File: src/rtl/acc_pkg.sv
// Shared definitions for the 16-bit accumulator processor control path.
// Holds the opcode and funct constants, the ALU operation codes, the datapath
// mux select encodings, the control state encoding and the control word
// struct that the decoder drives.
package acc_pkg;

    // Opcodes
    localparam logic [3:0] OP_RTYPE = 4'h0;
    localparam logic [3:0] OP_LI    = 4'h1;
    localparam logic [3:0] OP_LW    = 4'h2;
    localparam logic [3:0] OP_SW    = 4'h3;
    localparam logic [3:0] OP_BEQZ  = 4'h4;
    localparam logic [3:0] OP_J     = 4'h5;
    localparam logic [3:0] OP_HALT  = 4'hF;

    // ALU operations (R-type funct values 0..7 map directly onto these)
    localparam logic [3:0] ALU_ADD   = 4'd0;
    localparam logic [3:0] ALU_SUB   = 4'd1;
    localparam logic [3:0] ALU_AND   = 4'd2;
    localparam logic [3:0] ALU_OR    = 4'd3;
    localparam logic [3:0] ALU_XOR   = 4'd4;
    localparam logic [3:0] ALU_SLL   = 4'd5;
    localparam logic [3:0] ALU_SRL   = 4'd6;
    localparam logic [3:0] ALU_PASSB = 4'd7;

    // PCSrc mux
    localparam logic [1:0] PC_ALU    = 2'd0;
    localparam logic [1:0] PC_ALUOUT = 2'd1;
    localparam logic [1:0] PC_JUMP   = 2'd2;

    // ACCSrc mux
    localparam logic [1:0] ACC_ALU = 2'd0;
    localparam logic [1:0] ACC_MEM = 2'd1;
    localparam logic [1:0] ACC_IMM = 2'd2;

    // ALUSrcB mux
    localparam logic [1:0] SRCB_ACC   = 2'd0;
    localparam logic [1:0] SRCB_ONE   = 2'd1;
    localparam logic [1:0] SRCB_IMM   = 2'd2;
    localparam logic [1:0] SRCB_DELTA = 2'd3;

    typedef enum logic [3:0] {
        S_FETCH   = 4'd0,
        S_DECODE  = 4'd1,
        S_EXEC_R  = 4'd2,
        S_EXEC_LI = 4'd3,
        S_ADDR    = 4'd4,
        S_MEM_RD  = 4'd5,
        S_MEM_WB  = 4'd6,
        S_MEM_WR  = 4'd7,
        S_BRANCH  = 4'd8,
        S_JUMP    = 4'd9,
        S_HALT    = 4'd15
    } state_t;

    typedef struct packed {
        logic       pc_write;
        logic [1:0] pc_src;
        logic       ir_write;
        logic       mem_read;
        logic       mem_write;
        logic       addr_src;
        logic       acc_write;
        logic [1:0] acc_src;
        logic       alu_src_a;
        logic [1:0] alu_src_b;
        logic [3:0] alu_op;
        logic       halted;
        logic       illegal_op;
    } ctrl_t;

    function automatic logic op_legal(input logic [3:0] op);
        return (op == OP_RTYPE) || (op == OP_LI) || (op == OP_LW) || (op == OP_SW) ||
               (op == OP_BEQZ) || (op == OP_J) || (op == OP_HALT);
    endfunction

    // States that hold a memory access open and therefore run the wait counter.
    function automatic logic is_wait_state(input state_t s);
        return (s == S_FETCH) || (s == S_MEM_RD) || (s == S_MEM_WR);
    endfunction

endpackage

File: src/rtl/acc_ctrl_decode.sv
// Control word decoder: combinational map from the current control state
// plus its few qualifiers to the datapath control strobes.
// Ports:
//   state     in  current control state
//   opcode    in  instruction opcode (only matters in DECODE)
//   funct     in  R-type ALU function (only matters in EXEC_R)
//   mem_ready in  memory handshake (qualifies IRWrite/PCWrite in FETCH)
//   acc_zero  in  accumulator == 0 (qualifies PCWrite in BRANCH)
//   ctrl      out control word
module acc_ctrl_decode
    import acc_pkg::*;
(
    input  state_t     state,
    input  logic [3:0] opcode,
    input  logic [3:0] funct,
    input  logic       mem_ready,
    input  logic       acc_zero,
    output ctrl_t      ctrl
);

    always_comb begin
        ctrl = '0;
        case (state)
            S_FETCH: begin
                // Fetch from PC while the ALU forms PC+1 for the PC update.
                ctrl.mem_read  = 1'b1;
                ctrl.addr_src  = 1'b0;
                ctrl.alu_src_a = 1'b0;
                ctrl.alu_src_b = SRCB_ONE;
                ctrl.alu_op    = ALU_ADD;
                ctrl.pc_src    = PC_ALU;
                ctrl.ir_write  = mem_ready;
                ctrl.pc_write  = mem_ready;
            end
            S_DECODE: begin
                // Branch target PC+sext(Imm) lands in ALUOut speculatively.
                ctrl.alu_src_a  = 1'b0;
                ctrl.alu_src_b  = SRCB_IMM;
                ctrl.alu_op     = ALU_ADD;
                ctrl.illegal_op = !op_legal(opcode);
            end
            S_EXEC_R: begin
                ctrl.alu_src_a = 1'b1;
                ctrl.alu_src_b = SRCB_ACC;
                ctrl.alu_op    = funct;
                ctrl.acc_src   = ACC_ALU;
                // Only funct 0..7 are defined ALU operations.
                ctrl.acc_write  = !funct[3];
                ctrl.illegal_op = funct[3];
            end
            S_EXEC_LI: begin
                ctrl.acc_write = 1'b1;
                ctrl.acc_src   = ACC_IMM;
            end
            S_ADDR: begin
                ctrl.alu_src_a = 1'b1;
                ctrl.alu_src_b = SRCB_DELTA;
                ctrl.alu_op    = ALU_ADD;
            end
            S_MEM_RD: begin
                ctrl.mem_read = 1'b1;
                ctrl.addr_src = 1'b1;
            end
            S_MEM_WB: begin
                ctrl.acc_write = 1'b1;
                ctrl.acc_src   = ACC_MEM;
            end
            S_MEM_WR: begin
                ctrl.mem_write = 1'b1;
                ctrl.addr_src  = 1'b1;
            end
            S_BRANCH: begin
                ctrl.pc_src   = PC_ALUOUT;
                ctrl.pc_write = acc_zero;
            end
            S_JUMP: begin
                ctrl.pc_src   = PC_JUMP;
                ctrl.pc_write = 1'b1;
            end
            S_HALT: begin
                ctrl.halted = 1'b1;
            end
            default: ctrl = '0;
        endcase
    end

endmodule

File: src/rtl/acc_control_fsm.sv
// Multicycle control unit for the 16-bit accumulator processor.
// Sequences fetch/decode/execute/memory/writeback, holds memory accesses
// until MemReady, and halts with a sticky MemTimeout if an access waits
// MEM_WAIT_MAX consecutive cycles.
// Ports:
//   CLK, Reset          clock, async active-high reset (all outputs forced 0)
//   Opcode, funct       instruction register fields
//   AccZero, MemReady   datapath status / memory handshake
//   PCWrite..ALUOp      datapath control strobes and mux selects
//   Halted, IllegalOp   core stopped / one-cycle undefined-instruction pulse
//   MemTimeout          sticky memory timeout flag
//   State               debug state code
module acc_control_fsm
    import acc_pkg::*;
#(
    parameter int MEM_WAIT_MAX = 15
) (
    input  logic       CLK,
    input  logic       Reset,
    input  logic [3:0] Opcode,
    input  logic [3:0] funct,
    input  logic       AccZero,
    input  logic       MemReady,
    output logic       PCWrite,
    output logic [1:0] PCSrc,
    output logic       IRWrite,
    output logic       MemRead,
    output logic       MemWrite,
    output logic       AddrSrc,
    output logic       ACCWrite,
    output logic [1:0] ACCSrc,
    output logic       ALUSrcA,
    output logic [1:0] ALUSrcB,
    output logic [3:0] ALUOp,
    output logic       Halted,
    output logic       IllegalOp,
    output logic       MemTimeout,
    output logic [3:0] State
);

    // Count value seen on the cycle whose miss would reach MEM_WAIT_MAX.
    localparam logic [7:0] WAIT_LAST = 8'(MEM_WAIT_MAX - 1);

    state_t     state, state_next;
    logic [7:0] wait_cnt;
    logic       timeout_q;
    logic       wait_expired;
    ctrl_t      ctrl, ctrl_out;

    // A completing access (MemReady=1) never expires, so completion wins
    // when it coincides with the last allowed wait cycle.
    assign wait_expired = is_wait_state(state) && !MemReady && (wait_cnt == WAIT_LAST);

    always_comb begin
        state_next = state;
        case (state)
            S_FETCH:   if (MemReady) state_next = S_DECODE;
            S_DECODE: begin
                case (Opcode)
                    OP_RTYPE:      state_next = S_EXEC_R;
                    OP_LI:         state_next = S_EXEC_LI;
                    OP_LW, OP_SW:  state_next = S_ADDR;
                    OP_BEQZ:       state_next = S_BRANCH;
                    OP_J:          state_next = S_JUMP;
                    OP_HALT:       state_next = S_HALT;
                    default:       state_next = S_FETCH;
                endcase
            end
            S_EXEC_R, S_EXEC_LI, S_MEM_WB, S_BRANCH, S_JUMP:
                state_next = S_FETCH;
            // IR is only written in FETCH, so Opcode is still the LW/SW here.
            S_ADDR:    state_next = (Opcode == OP_SW) ? S_MEM_WR : S_MEM_RD;
            S_MEM_RD:  if (MemReady) state_next = S_MEM_WB;
            S_MEM_WR:  if (MemReady) state_next = S_FETCH;
            S_HALT:    state_next = S_HALT;
            default:   state_next = S_FETCH;
        endcase
        if (wait_expired) state_next = S_HALT;
    end

    always_ff @(posedge CLK or posedge Reset) begin
        if (Reset) begin
            state     <= S_FETCH;
            wait_cnt  <= '0;
            timeout_q <= 1'b0;
        end else begin
            state <= state_next;
            if (state_next != state)
                wait_cnt <= '0;
            else if (is_wait_state(state) && !MemReady)
                wait_cnt <= wait_cnt + 8'd1;
            if (wait_expired)
                timeout_q <= 1'b1;
        end
    end

    acc_ctrl_decode u_decode (
        .state     (state),
        .opcode    (Opcode),
        .funct     (funct),
        .mem_ready (MemReady),
        .acc_zero  (AccZero),
        .ctrl      (ctrl)
    );

    // Reset gates the outputs directly so strobes drop the moment it rises,
    // without waiting for the state register to settle.
    assign ctrl_out = Reset ? '0 : ctrl;

    assign PCWrite    = ctrl_out.pc_write;
    assign PCSrc      = ctrl_out.pc_src;
    assign IRWrite    = ctrl_out.ir_write;
    assign MemRead    = ctrl_out.mem_read;
    assign MemWrite   = ctrl_out.mem_write;
    assign AddrSrc    = ctrl_out.addr_src;
    assign ACCWrite   = ctrl_out.acc_write;
    assign ACCSrc     = ctrl_out.acc_src;
    assign ALUSrcA    = ctrl_out.alu_src_a;
    assign ALUSrcB    = ctrl_out.alu_src_b;
    assign ALUOp      = ctrl_out.alu_op;
    assign Halted     = ctrl_out.halted;
    assign IllegalOp  = ctrl_out.illegal_op;
    assign MemTimeout = timeout_q & ~Reset;
    assign State      = Reset ? 4'd0 : state;

endmodule

File: config.mk
export PLATFORM = sky130hd
export DESIGN_NAME = acc_control_fsm
export DESIGN_NICKNAME = d
export VERILOG_FILES = /design/src/rtl/acc_pkg.sv /design/src/rtl/acc_ctrl_decode.sv /design/src/rtl/acc_control_fsm.sv
export SDC_FILE = /design/constraint.sdc
export NUM_CORES = 1
export LEC_CHECK = 0
export ABC_AREA = 1
export CELL_PAD_IN_SITES_DETAIL_PLACEMENT = 0
export CELL_PAD_IN_SITES_GLOBAL_PLACEMENT = 2
export CORE_MARGIN = 5
export CORE_UTILIZATION = 21
export CTS_BUF_LIST = sky130_fd_sc_hd__clkbuf_16
export DETAILED_ROUTE_END_ITERATION = 8
export PLACE_DENSITY = 0.81
export SKIP_LAST_GASP = 1
export SYNTH_ARGS = -nofsm -noshare
export SYNTH_HDL_FRONTEND = slang
export SYNTH_SLANG_ARGS = --single-unit
File: constraint.sdc
create_clock -name CLK -period 1.5 [get_ports CLK]
set_input_delay 0.3 -clock CLK [delete_from_list [all_inputs] [get_ports CLK]]
set_output_delay 0.3 -clock CLK [all_outputs]
set_load 0.03 [all_outputs]
; After elaboration in Yosys (flattened, before gate mapping)
; Index checks and enable logic that the tools add are counted.
[totals]
output_inout_bits = 24
input_bits = 12
word_cells = 63
ff_bits = 13
[classes]
n_mux = 20
eq_ne = 18
n_addsub = 1
n_reduce_logical = 19
bitwise = 2
[ops]
columns = cell, n
row1 = case mux 4 bit (6 select lines), 2
row2 = case mux 7 bit (4 select lines), 1
row3 = "== test 4 x 3 -> 1 bit, second input constant", 6
row4 = 2-to-1 mux 4 bit, 5
row5 = 2-to-1 mux 19 bit, 1
row6 = case mux 3 bit (3 select lines), 2
row7 = "== test 4 x 2 -> 1 bit, second input constant", 4
row8 = "== test 4 bit, second input constant", 4
row9 = 2-to-1 mux 8 bit, 2
row10 = "adder 8 x 1 -> 8 bit, second input constant", 1
row11 = "== test 4 x 1 -> 1 bit, second input constant", 2
row12 = "== test 8 x 4 -> 1 bit, second input constant", 1
row13 = logical NOT 4 bit, 2
row14 = logical OR 1 bit, 8
row15 = OR reduction 2 bit, 3
row16 = 2-to-1 mux 1 bit, 5
row17 = != test 4 bit, 1
row18 = logical NOT 1 bit, 3
row19 = logical AND 1 bit, 2
row20 = 2-to-1 mux 2 bit, 1
row21 = case mux 1 bit (2 select lines), 1
row22 = nonzero test 2 bit, 1
row23 = bitwise AND 1 bit, 1
row24 = NOT 1 bit, 1

; Logic depth before layout (Yosys ltp)
; Gate-level depths: netlist of run 1.
[depth]
word_depth = 10
mapped_depth = 11

; Cells and area by module
; A second synthesis of run 1 with hierarchy kept.
[unflattened]
cells_unflattened = 241
hier_area_um2 = 1385.1
[by_module_without_submodules]
columns = mod, cells_per_inst, area_each_um2, n_inst
row1 = acc_control_fsm, 186, 1126.1, 1
row2 = acc_ctrl_decode, 55, 259.0, 1

; Worst setup path before layout of run 1
; OpenSTA, ideal clock, no wires.
[synth_path]
path_kind = register to output
from = register state[0]
to = output PCWrite
arrival_ns = 1.886
path_buffers = 0
path_stages_with_launch = 5
slack_ns = -0.686
path_cell_list = dfrtp_1 nor2_1 inv_1 nor3_1 a211o_1
[synth_via]
elab_chain_len = 3
elab_cells_between_ends = 5
classes_between = eq/ne (2) / mux (2) / reduce/logical (1)
[synth_lines]
columns = element, line_no
row1 = "start, declared", acc_control_fsm.sv:44  ; state_t state, state_next;
row2 = "start signal, assigned", acc_control_fsm.sv:87  ; state <= state_next;
row3 = == test 4 bit or logical NOT 4 bit (tied branches), acc_ctrl_decode.sv:23  ; case (state)
row4 = case mux 3 bit (3 select lines) (*), acc_ctrl_decode.sv:23
row5 = 2-to-1 mux 19 bit (*), acc_control_fsm.sv:108  ; assign ctrl_out = Reset ? '0 : ctrl;
row6 = "end, declared", acc_control_fsm.sv:24  ; output logic PCWrite,
; Every way passes the cells marked *; elsewhere a longest branch is shown, timed or not.

; Final worst setup path of run 1
[layout_path]
from = register state[2]
to = output ALUOp[1]
[layout_via]
elab_chain_len = 3
elab_cells_between_ends = 6
classes_between = eq/ne (3) / mux (2) / reduce/logical (1)
[layout_lines]
columns = element, line_no
row1 = "== test 4 x 3 -> 1 bit, or another cell as far along", acc_ctrl_decode.sv:23
row2 = case mux 7 bit (4 select lines) (*), acc_ctrl_decode.sv:23
row3 = 2-to-1 mux 19 bit (*), acc_control_fsm.sv:108
row4 = "end, declared", acc_control_fsm.sv:34  ; output logic [3:0] ALUOp,
; Marks and branches as above.

==> impl_metrics.json, run 1 <==
{
  "dieArea_um2": 6740,
  "rrSetupSlack_ps": -330,
  "die_y_um": 82.1,
  "grt_pass1_wl_mm": 6.38,
  "maxCapViolCount": 0,
  "ios": 36,
  "synth_top_area_share_pct": 29.8,
  "synth_edf_count": 0,
  "synth.cell_area_um2": 1090,
  "busiest_layer": "met2",
  "async_flop_share_pct": 100,
  "use_met1_pct": 15.8,
  "cts_tree": "built",
  "ctsHoldBuffers": 0,
  "met2_usage_pct": 20.8,
  "setup_viol": 34,
  "clk_latency_ps": 240,
  "final_antenna_net_count": 0,
  "insertedDiodeCount": 0,
  "hp-class": "primary input to asynchronous set/reset pin",
  "clk_pin_slew_worst_paths_ps": 50,
  "crit_type": "register to output pin",
  "yosysWarnings": 0,
  "clockBufferDepth": 2,
  "overflow": 0,
  "vdd_ir_drop_max_mv": 0.513,
  "die_x_um": 82.1,
  "fin_area_um2": 2560,
  "crit_path_start": "state[2]",
  "dpl_cell_area_um2": 1930,
  "r2r-start": "state[2]",
  "fin_nets": 297,
  "grt_max_degree": 14,
  "ys_seq_elements": 13,
  "antenna_found_initial": 0,
  "finalWirelength_mm": 4.18,
  "power.density_nw_per_um2": 1370,
  "port_buffers": 35,
  "cpLargestDelayFamily": "buffers and inverters",
  "yosys.cell_types.count": 24,
  "cpPeakStageDelay_ps": 430,
  "violations": "setup timing",
  "drtPass1Iterations": 4,
  "wire_per_inst_um": 11.9,
  "relSlewSlack_pct": 76.0,
  "crit_slowest_cell": "dfrtp_2",
  "vias": 1485,
  "rsz0062_at_grt": "true",
  "finClkSkew_ps": 1.92,
  "h-tree-depth": 1,
  "grt_usage_pct": 12.0,
  "slew_violations": 0,
  "finalPower_uw": 3500,
  "ys_seq_area_share_pct": 29.8,
  "drc": 0,
  "rows": 26,
  "gp_congestion": 0.799,
  "grt_pass1_vias": 1430,
  "dr.first_iter.drc_count": 35,
  "hold_violations": 0,
  "synthToLayoutAreaGrowth_pct": 134,
  "cts_sinks": 13,
  "worstSetupEndpointType": "output pin",
  "arrival_ps": 1620,
  "fin_crit_sh_pct": 128,
  "worstPathMaxFanout": 3,
  "syn_avg_cell_area_um2": 6.35,
  "initial_core_util_pct": 21.5,
  "coreArea_um2": 5070,
  "status": "finished with violations",
  "fmax_ghz": 0.520,
  "synth_ff_type": "dfrtp_1",
  "dp_hpwl_mm": 2.98,
  "fin_tns_setup_ps": -8820,
  "pre_cts_ws_ps": -743,
  "tightest_slew_ps": 359,
  "critPathBufInv": 5,
  "syn_inst": 172,
  "synthTopCellsByArea": "dfrtp_1, nand2_1, nor2_1",
  "cts_buffers": 3,
  "required_ps": 1200,
  "syn_nets": 186,
  "fin_ws_ps": -422,
  "post-route-min-period_ps": 1920,
  "cts_root_buf": "clkbuf_16",
  "crit_chain": "nor2_4, buf_6, inv_4, nor3_4, clkinv_4, buf_12, nor2_4, buf_6",
  "crit_path_start_kind": "register",
  "p_leak_uw": 0.00126,
  "grt_use_met3_pct": 1.41,
  "drive_gt1_share_pct": 62.8,
  "drt-vias-per-instance": 4.22,
  "yosys.area.top_type": "dfrtp_1"
}
## synth_stat cells, types with 2 or more instances
cell type,count
a21oi_1,4
nor3_1,8
nand3_2,2
nand2_4,2
inv_1,28
nand2_1,37
nor2_1,36
dfrtp_1,13
nand2_2,4
nor2_2,4
inv_2,2
xor2_1,3
clkbuf_1,2
nand3_1,8
o21ai_0,3
a31oi_1,3
ha_1,2
nand4_1,5
## final timing paths
check	end	cells after the start
worst min register to register	timeout_q	2
worst max-delay path	ALUOp[1]	8
max in group asynchronous	state[3]	4
min in group CLK	timeout_q	2
worst max register to register	wait_cnt[5]	13
worst min-delay path	state[0]	4
## worst min-delay path, stage by stage
cell	delay [ps]
clkbuf_2	160
buf_6	200
clkinvlp_4	90
buf_4	220
## layer usage
metal | vias to the layer above | wire length (µm)
li1 | 764 | -
met1 | 690 | 1770
met2 | 28 | 2200
met3 | 3 | 177
met4 | 0 | 27
met5 | - | 0
## area by class of cell
cell class / instances / area (µm²)
Tap cell: 70 / 87.6
Fill cell: 502 / 2510
Sequential cell: 13 / 328
Clock buffer: 3 / 75.1
Clock inverter: 1 / 5.00
Multi-Input combinational cell: 127 / 965
Inverter: 30 / 136
Timing Repair Buffer: 108 / 965
## power by group
| part | leakage (µW) | switching, µW | internal, µW |
|---|---|---|---|
| registers | 0.000170 | 38.3 | 396 |
| clock network | 0.0000409 | 148 | 354 |
| logic | 0.00105 | 1330 | 1230 |
## registers in the layout (all words and copies together), names as in the netlist
register,cells
state,4
timeout_q,1
wait_cnt,8
## cell families (layout without fill, tap and decap cells)
group | count (synthesis) | in the layout | synth area share [%]
simple gates | 108 | 108 | 46.5
buf+inv | 32 | 142 | 11.0
compound gates | 13 | 13 | 7.22
flops | 13 | 13 | 29.8
xor+xnor | 4 | 4 | 3.21
fa+ha+maj | 2 | 2 | 2.29
## repair_timing
item | in CTS | in global routing
pin swaps | 9 | 17
setup endpoints to repair | 32 | 34
resized for setup | 55 | 49
buffers inserted | 8 | 23
hold endpoints to repair | 0 | 0
## placed cells by master, fill, tap and decap left out, drive strengths merged
cell	synthesis	final
a211o	1	1
nand2	43	43
a21oi	4	4
clkbuf	2	4
nand3	11	11
clkinvlp	0	1
a31oi	3	3
xnor2	1	1
clkinv	0	2
dlygate4sd2	0	1
nand4	6	6
a31o	1	1
o21ai	3	3
clkdlybuf4s50	0	9
nor2	40	40
ha	2	2
o211ai	1	1
inv	30	28
buf	0	97
nor3	8	8
xor2	3	3
dfrtp	13	13
## through the flow
| stage | hold slack (ps) | cells | util [%] |
|---|---|---|---|
| final | 378 | 352 | 50.5 |
| after global routing | 414 | 352 | 50.5 |
| after CTS | 455 | 331 | 44.1 |
| after detailed placement | 444 | 319 | 38.1 |
| after global placement | 434 | 319 | 38.1 |
| after floorplan | 422 | 172 | - |
Note: power is estimated with default switching activity, not from simulation.
==> inputs of run 2 (changes only) <==
--- a/config.mk
+++ b/config.mk
@@ -11,6 +11,7 @@
 export CORE_MARGIN = 5
 export CORE_UTILIZATION = 21
 export CTS_BUF_LIST = sky130_fd_sc_hd__clkbuf_16
+export CTS_CLUSTER_DIAMETER = 100
 export DETAILED_ROUTE_END_ITERATION = 8
 export PLACE_DENSITY = 0.81
 export SKIP_LAST_GASP = 1
==> results of run 2 <==
Final layout, timing and power as in run 1 (identical DEF).
==> inputs of run 3 (changes only) <==
--- a/config.mk
+++ b/config.mk
@@ -5,11 +5,10 @@
 export SDC_FILE = /design/constraint.sdc
 export NUM_CORES = 1
 export LEC_CHECK = 0
-export ABC_AREA = 1
 export CELL_PAD_IN_SITES_DETAIL_PLACEMENT = 0
 export CELL_PAD_IN_SITES_GLOBAL_PLACEMENT = 2
 export CORE_MARGIN = 5
-export CORE_UTILIZATION = 21
+export CORE_UTILIZATION = 24
 export CTS_BUF_LIST = sky130_fd_sc_hd__clkbuf_16
 export CTS_CLUSTER_DIAMETER = 100
 export DETAILED_ROUTE_END_ITERATION = 8
==> impl_metrics.json, run 3 <==
{
  "status": "finished with violations",
  "violations": "setup timing",
  "drive_gt1_share_pct": 65.0,
  "dr.first_iter.drc_count": 52,
  "antenna_found_initial": 0,
  "pre_cts_ws_ps": -887,
  "cp_common_cell": "buf_6",
  "synth_top_family_by_area": "simple AND/OR/NAND/NOR gates",
  "synth_fa_ha_area_share_pct": 2.20,
  "coreArea_um2": 4660,
  "cpLargestDelayFamily": "compound AO/OA/AOI/OAI gates",
  "fin_ws_ps": -445,
  "final_antenna_net_count": 0,
  "crit_chain": "or3_4, a2111oi_4, buf_6, nand2_4, a41oi_4, buf_6, a211oi_2",
  "fin_nets": 255,
  "clk_latency_ps": 240,
  "worstSetupEndpointType": "register",
  "muxShareOfSynthArea_pct": 0,
  "required_ps": 1620,
  "synthToLayoutAreaGrowth_pct": 125,
  "wl_met1_mm": 1.71,
  "grt_pass1_wl_mm": 7.07,
  "critPathBufInv": 2,
  "fmax_ghz": 0.514,
  "rsz0062_at_grt": "true",
  "grt_max_degree": 14,
  "r2r-start": "state[1]",
  "crit_slowest_cell": "dfrtp_2",
  "yosys.area.top_type": "dfrtp_1",
  "fin_crit_sh_pct": 130,
  "crit_type": "register to register",
  "maxCapViolCount": 0,
  "p_leak_uw": 0.00118,
  "route.met2.wl_mm": 2.23,
  "vdd_ir_drop_max_mv": 1.05,
  "drtPass1Iterations": 4,
  "synthTopCellsByArea": "dfrtp_1, a211oi_1, xor2_1",
  "hp-class": "primary input to asynchronous set/reset pin",
  "grt_pass1_vias": 1513,
  "stdcell_count": 294,
  "synth.cell_area_um2": 1140,
  "async_flop_share_pct": 100,
  "rows": 25,
  "synth_xor_area_share_pct": 6.93,
  "initial_core_util_pct": 24.4,
  "port_buffers": 35,
  "synth_ff_type": "dfrtp_1",
  "finalWirelength_mm": 4.21,
  "cts_buffers": 3,
  "slew_violations": 0,
  "relSlewSlack_pct": 78.4,
  "synth_common_cells": "dfrtp_1, nand2_1, a211oi_1",
  "drc": 0,
  "dp_cells": 275,
  "wire_per_inst_um": 14.3,
  "synth_most_common_cell": "dfrtp_1",
  "drt-vias-per-instance": 4.79,
  "largest_register_ffs": 8,
  "syn_avg_cell_area_um2": 8.49,
  "synth_edf_count": 0,
  "crit_path_start_kind": "register",
  "cts_root_buf": "clkbuf_16",
  "post-route-min-period_ps": 1940,
  "ios": 36,
  "syn_nets": 148,
  "insertedDiodeCount": 0,
  "rrSetupSlack_ps": -440,
  "h-tree-depth": 1,
  "clockBufferDepth": 2,
  "synth_top_area_share_pct": 28.6,
  "vias": 1407,
  "crit-reg2reg-capture": "wait_cnt[5]",
  "fin_util_pct": 55.0,
  "hold_violations": 0,
  "tightest_slew_ps": 321,
  "finClkSkew_ps": 1.19,
  "ys_seq_area_share_pct": 28.6,
  "arrival_ps": 2060,
  "synth-simple-area-share_pct": 35.9,
  "top_regs": "wait_cnt x8, state x4, timeout_q x1",
  "synth-compound-area-share_pct": 20.8,
  "cpPeakStageDelay_ps": 430,
  "die_y_um": 78.8,
  "power.density_nw_per_um2": 1390,
  "cts_tree": "built",
  "top_register": "wait_cnt",
  "overflow": 0,
  "dieArea_um2": 6220,
  "wl_met3_um": 226,
  "grt_usage_pct": 14.1,
  "cts_sinks": 13,
  "yosysWarnings": 0,
  "ys_seq_elements": 13,
  "clk_pin_slew_worst_paths_ps": 40,
  "dr.max_layer_used": "met4",
  "ff2ff_path_depth": 7,
  "syn_inst": 134,
  "layout_commonest_cell": "buf_4",
  "gp_congestion": 0.791,
  "yosys.cell_types.count": 42,
  "layout_common_cells": "buf_4, buf_6, dfrtp_1",
  "setup_viol": 33,
  "dp_hpwl_mm": 3.17,
  "die_x_um": 78.8,
  "worstPathMaxFanout": 6
}
[run 3: changes by cell type after synthesis, sizes merged, moves of 5 or more]
cell	before	now
nand2	43	12
nor2	40	6
a211oi	0	10
inv	30	7
and3	0	6
nand3	11	5
and2	0	5
clkbuf	2	7
nand2b	0	5
nor2b	0	5
[run 3: worst max path at each step]
stage | start | to | depth (start not counted)
after floorplan | state[1] | wait_cnt[0] | 5
after global placement | Reset | PCWrite | 7
after detailed placement | Reset | PCWrite | 7
after CTS | state[2] | wait_cnt[7] | 7
after global routing | state[0] | wait_cnt[6] | 8
final | state[1] | wait_cnt[5] | 7
[run 3: layout make-up]
type	count	area (µm²)
multi-input combinational	106	1040
clock buffer	3	75.1
inverter	7	33.8
tap	54	67.6
sequential	13	328
clock inverter	1	3.75
timing repair buffer	110	1010
fill	391	2100
[run 3: cell families (layout without fill, tap and decap cells)]
logic type / count (synthesis) / after routing
simple gates: 69 / 69
buf+inv: 15 / 121
fa+ha+maj: 2 / 2
flops: 13 / 13
compound gates: 26 / 26
xor+xnor: 9 / 9
[run 3: where the power goes]
group	total, µW	switching [µW]	internal [µW]
Sequential	461	46.8	414
Combinational	2600	1280	1320
Clock	489	139	351
[run 3: worst min-delay path: cells and delay by family]
kind	cells	cell delay, ps
buffers and inverters	5	660
[run 3: per-layer routing]
layer,GRT usage (%),vias to the layer above
met5,0,-
met4,3.78,0
met3,2.95,6
met2,26.6,40
met1,16.0,647
li1,-,714
[run 3: stage by stage]
stage	hold slack [ps]	total power [µW]	TNS (ps)	area, µm²
2_1_floorplan	292	1600	-4160	1280
3_3_place_gp	448	2330	-15140	2030
3_5_place_dp	447	2360	-16520	2030
4_1_cts	373	3330	-11370	2440
5_1_grt	400	3770	-13120	2560
6_report	377	3550	-10630	2560
[run 3: repair_timing]
item	in CTS	in global routing
gates resized for setup	70	27
setup endpoints to repair	37	36
hold buffers	0	0
pin swaps	23	12
setup buffers	14	2
